File: src/rtl/divider.sv
// -----------------------------------------------------------------------------
// divider
// Free-running iterative unsigned restoring divider. Each computation loads the
// operands, resolves one quotient bit per clock, then publishes the quotient
// and remainder. One computation takes WORD_LENGTH+2 clocks. The outputs hold
// their values between publications.
//
// Parameters
//   WORD_LENGTH  operand / result width in bits (>= 2)
//
// Ports
//   clk        in   single clock, rising edge
//   reset      in   synchronous, active-high
//   dividend   in   [WORD_LENGTH-1:0] unsigned numerator, sampled in LOAD
//   divisor    in   [WORD_LENGTH-1:0] unsigned denominator, sampled in LOAD
//   result     out  [WORD_LENGTH-1:0] registered quotient
//   remainder  out  [WORD_LENGTH-1:0] registered remainder
//
// A divisor of 0 is not trapped. Every trial subtraction then succeeds, so the
// result is all ones and the remainder equals the dividend.
// -----------------------------------------------------------------------------
module divider #(
    parameter int WORD_LENGTH = 16
) (
    input  logic                   clk,
    input  logic                   reset,
    input  logic [WORD_LENGTH-1:0] dividend,
    input  logic [WORD_LENGTH-1:0] divisor,
    output logic [WORD_LENGTH-1:0] result,
    output logic [WORD_LENGTH-1:0] remainder
);

    localparam int W  = WORD_LENGTH;
    localparam int CW = $clog2(WORD_LENGTH + 1);

    typedef enum logic [1:0] {
        LOAD   = 2'd0,
        DIVIDE = 2'd1,
        UPDATE = 2'd2
    } state_t;

    state_t         state;
    state_t         state_nxt;
    logic [CW-1:0]  cnt;
    logic [W-1:0]   dvd;        // dividend, shifted out MSB-first and refilled with quotient bits
    logic [W-1:0]   dsr;        // divisor captured at LOAD
    logic [W-1:0]   prem;       // partial remainder

    logic [W:0]     shifted;
    logic [W:0]     diff;
    logic           qbit;
    logic [W-1:0]   prem_nxt;

    // One restoring step. The trial subtraction is done on W+1 bits.
    // If shifted[W] is set, shifted is at least 2^W, so it exceeds any divisor.
    // Otherwise a negative difference wraps into the range where bit W is set.
    // That makes "shifted >= divisor" equal to shifted[W] | ~diff[W].
    // A successful difference is always below the divisor, because prem is
    // always below the divisor (or prem only gathers dividend bits when the
    // divisor is 0). So the low W bits of the difference are exact.
    function automatic logic [W:0] restore_step(
        input logic [W:0]   sh,
        input logic [W-1:0] d
    );
        logic [W:0] df;
        logic       ge;
        df = sh - {1'b0, d};
        ge = sh[W] | ~df[W];
        if (ge) begin
            return {1'b1, df[W-1:0]};
        end
        return {1'b0, sh[W-1:0]};
    endfunction

    always_comb begin
        shifted              = {prem, dvd[W-1]};
        diff                 = restore_step(shifted, dsr);
        qbit                 = diff[W];
        prem_nxt             = diff[W-1:0];
    end

    // State register
    always_ff @(posedge clk) begin
        if (reset) begin
            state <= LOAD;
        end else begin
            state <= state_nxt;
        end
    end

    // Next-state logic. The counter is tested before it is decremented, so
    // the DIVIDE cycle that sees cnt == 1 is the last of WORD_LENGTH.
    always_comb begin
        state_nxt = state;
        case (state)
            LOAD:    state_nxt = DIVIDE;
            DIVIDE:  state_nxt = (cnt == CW'(1)) ? UPDATE : DIVIDE;
            UPDATE:  state_nxt = LOAD;
            default: state_nxt = LOAD;
        endcase
    end

    // Datapath and output registers
    always_ff @(posedge clk) begin
        if (reset) begin
            cnt       <= '0;
            dvd       <= '0;
            dsr       <= '0;
            prem      <= '0;
            result    <= '0;
            remainder <= '0;
        end else begin
            case (state)
                LOAD: begin
                    dvd  <= dividend;
                    dsr  <= divisor;
                    prem <= '0;
                    cnt  <= CW'(W);
                end
                DIVIDE: begin
                    dvd  <= {dvd[W-2:0], qbit};
                    prem <= prem_nxt;
                    cnt  <= cnt - CW'(1);
                end
                UPDATE: begin
                    result    <= dvd;
                    remainder <= prem;
                end
                default: ;
            endcase
        end
    end

endmodule

File: config.mk
export PLATFORM = sky130hd
export DESIGN_NAME = divider
export DESIGN_NICKNAME = d
export VERILOG_FILES = /design/src/rtl/divider.sv
export SDC_FILE = /design/constraint.sdc
export NUM_CORES = 1
export LEC_CHECK = 0
export CAP_MARGIN = 25
export CORE_AREA = 2 2 90 127
export DETAILED_ROUTE_END_ITERATION = 8
export DIE_AREA = 0 0 92 129
export HOLD_SLACK_MARGIN = 0.1
export SYNTH_ARGS = -nofsm -noshare
export SYNTH_HDL_FRONTEND = slang
export SYNTH_SLANG_ARGS = --single-unit
File: constraint.sdc
create_clock -name clk -period 4.5 [get_ports clk]
set_input_delay 0.675 -clock clk [delete_from_list [all_inputs] [get_ports clk]]
set_output_delay 0.675 -clock clk [all_outputs]
set_load 0.005 [all_outputs]
==> results of run 1 <==
[area by class of cell]
cell class              count  share of cell area
well taps                 141              0.0336
multi-input cells         388               0.424
repair buffers             73               0.139
flip-flops and latches     87               0.331
clock buffers               9              0.0429
clock inverters             5              0.0114
inverters                  25              0.0179
[power groups by stage]
stage | clock, W | combinational (W) | sequential (W)
after floorplan | 0 | 0.00105 | 0.000928
after global placement | 0 | 0.00121 | 0.000975
after detailed placement | 0 | 0.00124 | 0.000976
after CTS | 0.000748 | 0.00125 | 0.000959
after global routing | 0.000784 | 0.00139 | 0.000971
final | 0.000731 | 0.00126 | 0.000959
[logic make-up after synthesis]
kind of cell	count (synthesis)	share of synthesized area
compound gates	144	0.208
mux	21	0.0501
xor+xnor	9	0.0188
simple gates	195	0.195
fa+ha+maj	19	0.0584
buf+inv	57	0.0551
flops	87	0.415
[sequential cells by signal, indices dropped and copies added, names as in the netlist]
signal,flops
dsr,16
prem,16
result,16
cnt,5
dvd,16
remainder,16
state,2
[layout by cell type (no fill, tap or decap), types with 6 or more instances in the layout]
cell type,count
a211oi_1,6
a21oi_1,80
buf_4,6
clkbuf_16,9
clkdlybuf4s50_1,64
dfxtp_1,87
ha_1,18
inv_1,25
mux2i_1,21
nand2_1,116
nor2_1,46
nor2b_1,6
o21ai_0,21
[critical path, stage by stage, from the launching register on]
cell and delay, ns:
dfxtp_1 0.32, inv_1 0.09, ha_1 0.17, inv_1 0.05
fa_1 0.42, a211oi_1 0.34, o21ai_1 0.18, a31oi_4 0.24
a21oi_1 0.23, buf_4 0.25, mux2i_1 0.12, a22o_1 0.19
[through the flow]
stage	instance area [um2]	setup slack [ns]	hold WS (ns)	std cells	total power (W)
after CTS	5260	1.79	0.457	728	0.00296
after global placement	4920	1.67	0.443	711	0.00218
after global routing	5260	1.61	0.471	728	0.00315
final	5260	1.79	0.454	728	0.00295
after floorplan	4200	2.09	0.432	532	0.00197
after detailed placement	4970	1.81	0.447	714	0.00222
[metal layers]
metal / global-route usage / share of wire / vias to the layer above
li1: - / - / 1926
met4: 0.0834 / 0.026 / 0
met3: 0.0293 / 0.031 / 15
met2: 0.332 / 0.53 / 64
met5: 0 / 0 / -
met1: 0.204 / 0.41 / 1770
[path summary, 6_finish.rpt]
kind              slack, ns                    from                      to  cells past startpoint
hold reg to reg        0.45  result[8]$_SDFFE_PP0N_  result[8]$_SDFFE_PP0N_                      2
setup / recovery       1.79    dvd[15]$_SDFFE_PP0P_    prem[0]$_SDFFE_PP0P_                     11
hold / removal         0.45  result[8]$_SDFFE_PP0N_  result[8]$_SDFFE_PP0N_                      2
setup reg to reg       1.79    dvd[15]$_SDFFE_PP0P_    prem[0]$_SDFFE_PP0P_                     11
==> run summary, run 1 <==
Status: complete, no violations
Post-Syn Instances: 532
Remaining global-route overflow: 0
Max-slew headroom: 0.289
CTS HTree Levels: 3
Wire length per cell: 14.4 um
Worst clock skew: 0.00902 ns
Synth top area cells: dfxtp_1, nand2_1, a21oi_1
Fmax: 0.369 GHz
Fill cells: 1076
Post-synth top cells: nand2_1, dfxtp_1, a21oi_1
Max FO, Critical Path: 6
CP Data Arrival Time: 2.94 ns
Number of synthesized flops with an enable pin: 0
HPWL Detailed: 7.54 mm
Final net count: 637
Core footprint: 10700 um2
PwrDens: 561 nW/um2
Syn Nets: 585
Most used DFF post-synth: dfxtp_1
NetSw: 0.00113 W
CTS clk-pin slew, worst paths: 0.06 ns
Syn Std Cell Area: 4200 um2
Die width: 92 um
Port bufs: 65
Hold Path Class: flop to flop
Fin util: 0.491
Synth cell types: 48
# setup viols final: 0
Synth-to-layout area growth: 25.1%
CTS root buffer: clkbuf_16
Io pins: 66
Fraction of layout cells with a size suffix above 1: 0.0460
Vias in the first global route: 3570
Maximum clock path buffer count: 2
Die footprint: 11900 um2
Drt drc: 0
Via Count: 3775
Internal power: 0.00182 W
FF+latch area: 1740 um2
Crit path kind: flop to flop
Sequential share of power: 0.325
CTS tree: done
Num CTS Buffers: 9
VDD IR max: 0.294 mV
Multi-input logic area: 2230 um2
First-pass GRT wire length: 17.0 mm
Post-synth top area share: 0.415
Initial DRC Count: 212
Clock Power Share: 0.248
Worst-Margin Slew: 1.06 ns
Number of diodes: 0
Die Span Y: 129 um
Fin crit period: 2.71 ns
Avg Cell Area, Syn: 7.89 um2
GPL Wtd Cong: 0.907
Final ANT Viol Nets: 0
Post-CTS Resized: 0
Cts hold-fix bufs: 0
Pin count of the biggest net entering global routing: 72
Flops & latches, synth: 87
Skew-Pair Late Insertion Delay: 0.34 ns
Initial Util: 0.393
Count leader, synth: nand2_1
Setup Fix Bufs, Post-CTS: 0
Vias per cell: 5.19
Async SR Flop Fraction: 0
Hold Fails Final Rpt: 0
Initial antenna violation count: 0
Unrepaired setup endpoints after global routing: false
Worst Setup Start Kind: flop
Critical Path End Type: flop
Max Cap Viol: 0
Sum Neg Setup Slack: 0 ns
Fin. max-slew vios: 0
Routed wire length: 10.5 mm
Combinational group share of total power: 0.427
Seq/Total Area, Yosys: 0.415
Yosys top cell by area: dfxtp_1
WP data required: 4.73 ns
Crit share post-route: 0.603
P_leak: 2.00 nW
Net Sw Frac: 0.382
Cell row count: 45
Clk sinks: 87
DRT Pass-1 Iters: 4
GRT Overall Usage: 0.181
Ys Warns: 0
Note: power is estimated with default switching activity, not from simulation.
==> inputs of run 2 (changes only) <==
==> constraint.sdc (replaced) <==
create_clock -name clk -period 2.41 [get_ports clk]
set_input_delay 0.3615 -clock clk [delete_from_list [all_inputs] [get_ports clk]]
set_output_delay 0.3615 -clock clk [all_outputs]
set_load 0.005 [all_outputs]
==> run 2 against run 1 <==
  * First-iteration DRC count is 35% lower
  * Worst setup slack got worse by 1.7 ns
  * Power up 110%
  * Via count is 3.2% higher
  * Maximum frequency up 15%
  * Critical path depth grew 1
  * Die area is the same
  * Critical endpoint is now prem[9]$_SDFFE_PP0P_
==> run summary, run 2 (synthesis results as in run 1) <==
Pin count of the biggest net entering global routing: 44
HPWL Detailed: 8.00 mm
Status: complete, no violations
GRT Overall Usage: 0.193
Num CTS Buffers: 9
Most common cell after layout, fill and taps aside: nand2_1
Worst Setup Start Kind: flop
GPL Wtd Cong: 0.874
First-pass GRT wire length: 18.1 mm
Die width: 92 um
# setup viols final: 0
CP Data Arrival Time: 2.58 ns
Number of instances in the placed design: 732
CTS tree: done
Fill cells: 1057
Synth-to-layout area growth: 31.8%
Remaining global-route overflow: 0
Fin. max-slew vios: 0
Skew-Pair Late Insertion Delay: 0.34 ns
Cell row count: 45
Non-filler cells, final: 753
CTS HTree Levels: 3
Fraction of layout cells with a size suffix above 1: 0.118
Max Cap Viol: 0
P_leak: 2.11 nW
Crit path kind: flop to flop
Crit share post-route: 0.981
Core footprint: 10700 um2
CTS clk-pin slew, worst paths: 0.06 ns
Maximum clock path buffer count: 2
WP data required: 2.63 ns
Initial DRC Count: 138
DRT Pass-1 Iters: 4
Fmax: 0.423 GHz
Number of diodes: 0
CTS root buffer: clkbuf_16
VDD IR max: 0.546 mV
Most frequent cells in the layout: nand2_1, dfxtp_1, a21oi_1
Max-slew headroom: 0.371
PwrDens: 1110 nW/um2
Critical Path End Type: flop
Final ANT Viol Nets: 0
Total design power: 0.00613 W
Clk sinks: 87
Initial Util: 0.393
Fin crit period: 2.36 ns
Hold Path Class: input pin to flop
Final net count: 661
Max FO, Critical Path: 7
Vias per cell: 5.18
Io pins: 66
Hold Fails Final Rpt: 0
Cts hold-fix bufs: 0
Initial antenna violation count: 0
Worst clock skew: 0.00777 ns
Vias in the first global route: 3822
Via Count: 3897
Worst-Margin Slew: 0.940 ns
Sum Neg Setup Slack: 0 ns
Die Span Y: 129 um
Die footprint: 11900 um2
Routed wire length: 11.0 mm
Drt drc: 0
Fin util: 0.517
Wire length per cell: 14.7 um
Port bufs: 65
==> run 2: cell count changes in the layout (fill, tap and decap cells not counted), moves of 3 or more <==
cell | previous run | this run
buf_4 | 6 | 29
ha_1 | 18 | 11
ha_2 | 0 | 4
a211oi_1 | 6 | 3
ha_4 | 0 | 3
o21ai_0 | 21 | 18
==> run 2: repair_timing <==
item,CTS,global route
pin swaps,1,8
setup buffers,0,7
resized for setup,3,28
endpoints found under the setup margin,3,15
==> run 2: worst max-delay path, stage by stage (launching register included) <==
cell	delay, ns
dfxtp_2	0.33
inv_2	0.05
ha_4	0.15
inv_1	0.08
fa_2	0.24
a211oi_4	0.07
o21ai_2	0.18
a31oi_4	0.12
a21o_4	0.24
buf_6	0.13
buf_4	0.13
a32o_1	0.22
or3_1	0.31
==> run 2: power by group <==
part / total, W / switching (W) / internal [W]
logic: 0.00306 / 0.00156 / 0.00150
registers: 0.00179 / 0.000196 / 0.00160
clock network: 0.00128 / 0.000581 / 0.000697
==> run 2: through the flow <==
step | setup slack (ns) | hold WS [ns] | cell area (um2)
3_5_place_dp | -0.0439 | 0.447 | 5100
3_3_place_gp | -0.00549 | 0.444 | 5090
6_report | 0.0457 | 0.309 | 5530
5_1_grt | -0.0279 | 0.344 | 5530
4_1_cts | 0.00153 | 0.298 | 5380
2_1_floorplan | 0.0428 | 0.432 | 4200
==> run 2: worst paths after layout <==
kind	start	endpoint	slack, ns	cells past startpoint
worst max-delay path	dvd[15]$_SDFFE_PP0P_	prem[9]$_SDFFE_PP0P_	0.05	12
worst min-delay path	reset	cnt[2]$_SDFFE_PP0P_	0.31	2
worst max register to register	dvd[15]$_SDFFE_PP0P_	prem[9]$_SDFFE_PP0P_	0.05	12
worst min register to register	dsr[8]$_SDFFE_PP0P_	dsr[8]$_SDFFE_PP0P_	0.46	2
==> run 2: final cells by class <==
cell class / instances / area, um2 / area share
clock buffers: 9 / 225 / 0.0407
well taps: 141 / 176 / 0.0319
multi-input cells: 388 / 2340 / 0.423
inverters: 25 / 93.8 / 0.0170
flip-flops and latches: 87 / 1740 / 0.315
repair buffers: 97 / 906 / 0.164
clock inverters: 6 / 46.3 / 0.00837
==> run 2: metal layers <==
metal | global-route usage | share of wire
met5 | 0 | 0
met4 | 0.0957 | 0.033
met3 | 0.0363 | 0.033
met2 | 0.360 | 0.53
met1 | 0.207 | 0.40
